### src/rtl/wb_nic_fabric_pkg.sv
// Shared types and defaults for the Wishbone slave-select fabric.
package nic_pkg;

    typedef enum logic [1:0] {
        NIC_IDLE = 2'd0,
        NIC_BUSY = 2'd1,
        NIC_RESP = 2'd2
    } nic_state_t;

    localparam int SLAVE_SEL_WIDTH = 4;
    localparam int WB_ADR_WIDTH    = 32;

endpackage

### src/rtl/wb_nic_fabric_if.sv
// Master-side Wishbone bus between the core and the slave-select fabric.
interface wb_nic_fabric_if #(
    parameter int DATA_WIDTH = 32
);
    logic [31:0]           adr;
    logic                  cyc;
    logic                  stb;
    logic [DATA_WIDTH-1:0] dat;
    logic                  ack;
    logic                  err;

    modport master (output adr, cyc, stb, input dat, ack, err);
    modport slave  (input adr, cyc, stb, output dat, ack, err);
endinterface

### src/rtl/wb_nic_fabric_wdt.sv
// Clear/enable watchdog counter with terminal-count flag; saturates at MAX_COUNT-1.
module nic_wdt #(
    parameter int MAX_COUNT = 255
) (
    input  logic clk,
    input  logic reset_n,
    input  logic clr,
    input  logic en,
    output logic tc
);
    localparam int CNT_W = $clog2(MAX_COUNT + 1);
    localparam logic [CNT_W-1:0] cnt_one_c = {{(CNT_W-1){1'b0}}, 1'b1};
    localparam logic [CNT_W-1:0] tc_val_c  = CNT_W'(MAX_COUNT - 1);

    logic [CNT_W-1:0] cnt_r;

    // Count enabled cycles; hold at terminal count so the counter never wraps.
    always_ff @(posedge clk) begin
        if (!reset_n) begin
            cnt_r <= '0;
        end else if (clr) begin
            cnt_r <= '0;
        end else if (en && !tc) begin
            cnt_r <= cnt_r + cnt_one_c;
        end else begin
            cnt_r <= cnt_r;
        end
    end

    assign tc = (cnt_r == tc_val_c);
endmodule

### src/rtl/wb_nic_fabric.sv
// Registered Wishbone slave-select fabric: address decode, one-hot select, response return,
// unmapped/timeout error responses and sticky error-address capture.
module wb_nic_fabric
    import nic_pkg::*;
#(
    parameter int ADDR_SEL_WIDTH = SLAVE_SEL_WIDTH,
    parameter int SEL_LSB        = 28,
    parameter int DATA_WIDTH     = 32,
    parameter int TIMEOUT_CYCLES = 255,
    parameter logic [(2**ADDR_SEL_WIDTH)-1:0] SLAVE_MASK = 16'h0003
) (
    input  logic                                          i_clk,
    input  logic                                          i_reset_n,
    wb_nic_fabric_if.slave                                wb,
    output logic [(2**ADDR_SEL_WIDTH)-1:0]                o_slave_sel,
    input  logic [(2**ADDR_SEL_WIDTH)-1:0][DATA_WIDTH-1:0] i_slave_rdata,
    input  logic [(2**ADDR_SEL_WIDTH)-1:0]                i_slave_ack,
    output logic                                          o_err_flag,
    output logic [WB_ADR_WIDTH-1:0]                       o_err_addr,
    input  logic                                          i_err_clr
);
    localparam int N = 2**ADDR_SEL_WIDTH;
    localparam logic [N-1:0] sel_one_c = {{(N-1){1'b0}}, 1'b1};

    nic_state_t                state_r;
    logic [ADDR_SEL_WIDTH-1:0] idx_s;
    logic [ADDR_SEL_WIDTH-1:0] idx_r;
    logic [WB_ADR_WIDTH-1:0]   adr_r;
    logic [DATA_WIDTH-1:0]     dat_r;
    logic                      ack_r;
    logic                      err_r;
    logic [N-1:0]              sel_r;
    logic                      err_flag_r;
    logic [WB_ADR_WIDTH-1:0]   err_addr_r;
    logic                      req_s;
    logic                      tc_s;

    assign idx_s = wb.adr[SEL_LSB +: ADDR_SEL_WIDTH];
    assign req_s = wb.cyc && wb.stb;

    // Watchdog only runs while a mapped slave is selected; any other state restarts it.
    nic_wdt #(.MAX_COUNT(TIMEOUT_CYCLES)) u_wdt (
        .clk     (i_clk),
        .reset_n (i_reset_n),
        .clr     (state_r != NIC_BUSY),
        .en      (state_r == NIC_BUSY),
        .tc      (tc_s)
    );

    // Transfer FSM; responses are one-cycle pulses owned by RESP, error capture set beats clear.
    always_ff @(posedge i_clk) begin
        if (!i_reset_n) begin
            state_r    <= NIC_IDLE;
            idx_r      <= '0;
            adr_r      <= '0;
            dat_r      <= '0;
            ack_r      <= 1'b0;
            err_r      <= 1'b0;
            sel_r      <= '0;
            err_flag_r <= 1'b0;
            err_addr_r <= '0;
        end else begin
            ack_r <= 1'b0;
            err_r <= 1'b0;
            if (i_err_clr) begin
                err_flag_r <= 1'b0;
            end
            case (state_r)
                NIC_IDLE: begin
                    sel_r <= '0;
                    if (req_s) begin
                        idx_r <= idx_s;
                        adr_r <= wb.adr;
                        if (SLAVE_MASK[idx_s]) begin
                            state_r <= NIC_BUSY;
                            sel_r   <= sel_one_c << idx_s;
                        end else begin
                            state_r    <= NIC_RESP;
                            err_r      <= 1'b1;
                            err_flag_r <= 1'b1;
                            err_addr_r <= wb.adr;
                        end
                    end else begin
                        state_r <= NIC_IDLE;
                    end
                end
                NIC_BUSY: begin
                    if (!wb.cyc) begin
                        state_r <= NIC_IDLE;
                        sel_r   <= '0;
                    end else if (i_slave_ack[idx_r]) begin
                        state_r <= NIC_RESP;
                        sel_r   <= '0;
                        ack_r   <= 1'b1;
                        dat_r   <= i_slave_rdata[idx_r];
                    end else if (tc_s) begin
                        state_r    <= NIC_RESP;
                        sel_r      <= '0;
                        err_r      <= 1'b1;
                        err_flag_r <= 1'b1;
                        err_addr_r <= adr_r;
                    end else begin
                        state_r <= NIC_BUSY;
                    end
                end
                NIC_RESP: begin
                    state_r <= NIC_IDLE;
                    sel_r   <= '0;
                end
                default: begin
                    state_r <= NIC_IDLE;
                    sel_r   <= '0;
                end
            endcase
        end
    end

    assign wb.dat      = dat_r;
    assign wb.ack      = ack_r;
    assign wb.err      = err_r;
    assign o_slave_sel = sel_r;
    assign o_err_flag  = err_flag_r;
    assign o_err_addr  = err_addr_r;
endmodule

### src/flat_wrapper.sv
// flat-port wrapper written by rule: the top's interface ports become plain ports
module wb_nic_fabric_flat import nic_pkg::*;
#(
    parameter int ADDR_SEL_WIDTH = SLAVE_SEL_WIDTH,
    parameter int SEL_LSB        = 28,
    parameter int DATA_WIDTH     = 32,
    parameter int TIMEOUT_CYCLES = 255,
    parameter logic [(2**ADDR_SEL_WIDTH)-1:0] SLAVE_MASK = 16'h0003
)
  (i_clk, i_reset_n, o_slave_sel, i_slave_rdata, i_slave_ack, o_err_flag, o_err_addr, i_err_clr, wb_adr, wb_cyc, wb_stb, wb_dat, wb_ack, wb_err);
  wb_nic_fabric_if #(.DATA_WIDTH(DATA_WIDTH)) wb_i ();
  input  logic i_clk;
  input  logic i_reset_n;
  output logic [(2**ADDR_SEL_WIDTH)-1:0] o_slave_sel;
  input  logic [(2**ADDR_SEL_WIDTH)-1:0][DATA_WIDTH-1:0] i_slave_rdata;
  input  logic [(2**ADDR_SEL_WIDTH)-1:0] i_slave_ack;
  output logic o_err_flag;
  output logic [WB_ADR_WIDTH-1:0] o_err_addr;
  input  logic i_err_clr;
  input wire logic [$bits(wb_i.adr)-1:0] wb_adr;
  input wire logic [$bits(wb_i.cyc)-1:0] wb_cyc;
  input wire logic [$bits(wb_i.stb)-1:0] wb_stb;
  output wire logic [$bits(wb_i.dat)-1:0] wb_dat;
  output wire logic [$bits(wb_i.ack)-1:0] wb_ack;
  output wire logic [$bits(wb_i.err)-1:0] wb_err;
  assign wb_i.adr = wb_adr;
  assign wb_i.cyc = wb_cyc;
  assign wb_i.stb = wb_stb;
  assign wb_dat = wb_i.dat;
  assign wb_ack = wb_i.ack;
  assign wb_err = wb_i.err;
  wb_nic_fabric #(.ADDR_SEL_WIDTH(ADDR_SEL_WIDTH), .SEL_LSB(SEL_LSB), .DATA_WIDTH(DATA_WIDTH), .TIMEOUT_CYCLES(TIMEOUT_CYCLES), .SLAVE_MASK(SLAVE_MASK)) u_core (.i_clk(i_clk), .i_reset_n(i_reset_n), .wb(wb_i), .o_slave_sel(o_slave_sel), .i_slave_rdata(i_slave_rdata), .i_slave_ack(i_slave_ack), .o_err_flag(o_err_flag), .o_err_addr(o_err_addr), .i_err_clr(i_err_clr));
endmodule
### config.mk
export PLATFORM = sky130hd
export DESIGN_NAME = wb_nic_fabric_flat
export DESIGN_NICKNAME = d
export VERILOG_FILES = /design/src/rtl/wb_nic_fabric_pkg.sv /design/src/rtl/wb_nic_fabric_if.sv /design/src/rtl/wb_nic_fabric_wdt.sv /design/src/rtl/wb_nic_fabric.sv /design/src/flat_wrapper.sv
export SDC_FILE = /design/constraint.sdc
export NUM_CORES = 1
export LEC_CHECK = 0
export ABC_CLOCK_PERIOD_IN_PS = 3600
export CORE_AREA = 2 2 250 252
export CTS_CLUSTER_DIAMETER = 60
export DETAILED_ROUTE_END_ITERATION = 12
export DIE_AREA = 0 0 252 254
export PLACE_DENSITY_LB_ADDON = 0.25
export SLEW_MARGIN = 25
export SYNTH_ARGS = -nofsm -noshare
export SYNTH_HDL_FRONTEND = slang
export SYNTH_HIERARCHICAL = 1
export SYNTH_SLANG_ARGS = --single-unit
### constraint.sdc
create_clock -name i_clk -period 3.6 [get_ports i_clk]
set_clock_uncertainty 0.1 [all_clocks]
set_input_delay 1.08 -clock i_clk [delete_from_list [all_inputs] [get_ports i_clk]]
set_output_delay 1.08 -clock i_clk [all_outputs]
set_load 0.01 [all_outputs]
==> out/results.tsv <==
stage	metric	value	unit
worst_setup_path	Crit path max-delay family	compound AO/OA/AOI/OAI gates	
die	row cnt	91	
logic_synthesis	Post-synth EDFFs	0	
final_layout	area grow syn2layout	90.6	%
cts	cts repair resizes	0	
hold_path	WHS Path Cells	1	
cts	hold buffers post-CTS	0	
global_route	total grt overflow	0	
routing	routed wire length	66800	microns
cts	CTS tree	done	
power_and_ir_drop	Pwr Density	280	nW/um^2
cts	clk root buf	clkbuf_16	
placement	Placed Cells	2261	
hold_path	worst hold path endpoint	u_core/o_slave_sel[9]	
worst_setup_path	RR Startpoint	u_core/u_wdt/cnt_r[1]	
worst_setup_path	WP buf/inv	1	
final_layout	Final nets	2057	
power_and_ir_drop	Leak Pwr	5.66	nW
logic_synthesis	YS warnings	6	
logic_synthesis	Post-Syn Instances	881	
die	Die H	254	microns
global_route	largest net degree at the start of global routing	68	
routing	DR WL/cell	29.1	microns
logic_synthesis	ys async rst share	0	%
die	core footprint	61300	sq um
timing	final-report setup violation count	0	
timing	min cycle time layout	3.09	ns
placement	placed cell area	16400	sq um
logic_synthesis	Post-synth top flop	dfxtp_1	
routing	Via Count	10448	
routing	initial DRC count	616	
logic_synthesis	number of library cell types mapped by synthesis	46	
worst_setup_path	crit start category	input port	
cts	Sink Count	125	
routing	routed vias/inst	4.55	
timing	fmax	324	MHz
global_route	antenna violations before repair	32	
logic_synthesis	Synth top cells by count	nand2_1 (168), mux4_2 (128), dfxtp_1 (125), nand3_1 (70), clkbuf_1 (67)	
final_layout	final instance area	17000	sq um
job	max cap viols	0	
routing	DRC	0	
placement	Final Wtd Congestion	0.960	
timing	final slew viol count	0	
timing	fin crit share	85.8	%
worst_setup_path	Slowest-stage cell, CP	o211a_2	
outcome	status	completed	
worst_setup_path	worst path required time	3.84	ns
timing	Fin Hold WS	0.355	ns
timing	setup TNS	0	ns
die	initial core utilization	14.6	%
worst_setup_path	reg2reg setup slack	0.78	ns
logic_synthesis	syn nets	1448	
cts	Setup Fix Bufs, Post-CTS	0	
worst_setup_path	CP max FO	32	
worst_setup_path	CP Class	input port to flop	
timing	Worst-Margin Slew	0.840	ns
worst_setup_path	Crit. End Element	flop	
timing	Final Hold Vio Count	0	
final_layout	final cell count without fillers	2294	
logic_synthesis	Yosys top cell by area	mux4_2	
placement	Post-DP HPWL	56700	microns
logic_synthesis	Mean Syn Cell Area	10.1	sq um
worst_setup_path	Max stage delay on crit path	0.76	ns
worst_setup_path	critical-path cell list	clkdlybuf4s50_1 -> nor2b_1 -> a22o_1 -> and3_1 -> o211a_2 -> o221a_1	
logic_synthesis	Yosys reg bits	125	
hold_path	Hold Crit Start	u_core/o_slave_sel[9]	
worst_setup_path	R2R cell count	8	
cts	CTS clk-pin slew, worst paths	0.06	ns
global_route	vias in the first global route	10938	
global_route	first-pass GRT wire length	89100	microns
placement	Port Buffers	647	
timing	RSZ-0062 raised after global routing	false	
power_and_ir_drop	worst IR drop on VDD	0.283	mV
worst_setup_path	crit path from	wb_stb	
timing	relative slew slack	44.0	%
die	die area	64000	sq um
cts	latest clock arrival within the worst-skew pair	0.41	ns
cts	Num CTS Buffers	17	
die	DIE WIDTH	252	microns
hold_path	HP Class	flop to flop	
global_route	all-layer global routing usage	20.3	%
worst_setup_path	WP data arrival	3.33	ns
final_layout	layout cells sized above 1	15.4	%
logic_synthesis	sequential share of the synthesized area	28.0	%
logic_synthesis	top-area cell type share of the netlist area	32.3	%
cts	H-tree levels	4	
routing	first drt pass iteration count	5	
logic_synthesis	most common cell in the netlist	nand2_1	
die	# IOs	648	
logic_synthesis	leading post-synthesis cells by cell area	mux4_2 (32%), dfxtp_1 (28%), nand2_1 (7.1%)	
logic_synthesis	post-synthesis instance area	8930	sq um
routing	Post-DRT Antenna Nets	0	
worst_setup_path	reg2reg end	u_core/o_err_addr[3]	
cts	clock tree buffer depth	2	
per-layer routing:
layer	share of wire (%)	GRT usage [%]
met4	0.93	2.18
met1	42	25.3
met5	0.16	0
met2	49	35.6
met3	8.0	5.86
metrics by stage:
stage / worst slack (ns) / power [W] / util, %
4_1_cts: 0.540 / 0.00482 / 27.8
3_5_place_dp: 0.102 / 0.00297 / 26.8
6_report: 0.510 / 0.00477 / 27.8
2_1_floorplan: 0.832 / 0.00201 / -
5_1_grt: 0.445 / 0.00496 / 27.8
3_3_place_gp: 0.148 / 0.00297 / 26.8
cells by family (layout without fill, tap and decap cells):
| logic type | after synthesis | after routing | synth area share [%] |
|---|---|---|---|
| other cells | 0 | 1 | 0 |
| fa+ha+maj | 2 | 2 | 0.280 |
| buf+inv | 107 | 729 | 5.31 |
| simple gates | 291 | 291 | 15.1 |
| mux | 139 | 139 | 33.5 |
| flops | 125 | 125 | 28.0 |
| compound gates | 217 | 217 | 17.8 |
how the worst max path moves through the flow:
stage / endpoint / slack (ns) / cells past startpoint
2_1_floorplan: u_core/o_err_addr[1] / 0.83 / 7
3_3_place_gp: u_core/o_err_addr[31] / 0.15 / 6
3_5_place_dp: u_core/o_err_addr[31] / 0.10 / 6
4_1_cts: u_core/o_err_addr[31] / 0.54 / 6
5_1_grt: u_core/o_err_addr[8] / 0.44 / 6
6_report: u_core/o_err_addr[3] / 0.51 / 6
flip-flops by register name (all words and copies together), names as in the netlist:
signal,flops
u_core/wb.dat,32
u_core/o_err_addr,32
u_core/u_wdt/cnt_r,8
u_core/wb.err,1
u_core/wb.ack,1
u_core/o_slave_sel,16
u_core/state_r,2
u_core/o_err_flag,1
u_core/adr_r,28
u_core/idx_r,4
layout by cell type, fill, tap and decap left out, types with 16 or more instances in the layout:
cell,Yosys,routed
dfxtp_1,125,123
nand2_1,168,168
a22oi_1,66,66
nand3_1,70,68
o221a_1,30,30
buf_4,10,38
a21oi_1,66,66
clkbuf_16,0,17
and2_1,20,16
o211ai_1,33,33
clkdlybuf4s50_1,0,646
mux4_2,128,128
layout make-up:
type	instances	area (sq um)
Fill cell	6507	44200
Sequential cell	125	2510
Multi-Input combinational cell	649	6000
Inverter	6	23.8
Clock inverter	14	180
Timing Repair Buffer	691	6880
Antenna cell	1	2.50
Clock buffer	18	439
Tap cell	790	988
where the power goes:
group	leakage [nW]	internal [W]	switching (W)
Sequential	1.02	0.00143	0.0000428
Clock	0.298	0.00112	0.000707
Combinational	4.35	0.000911	0.000558
Total	5.66	0.00346	0.00131
(Power assumes the default switching activity.)
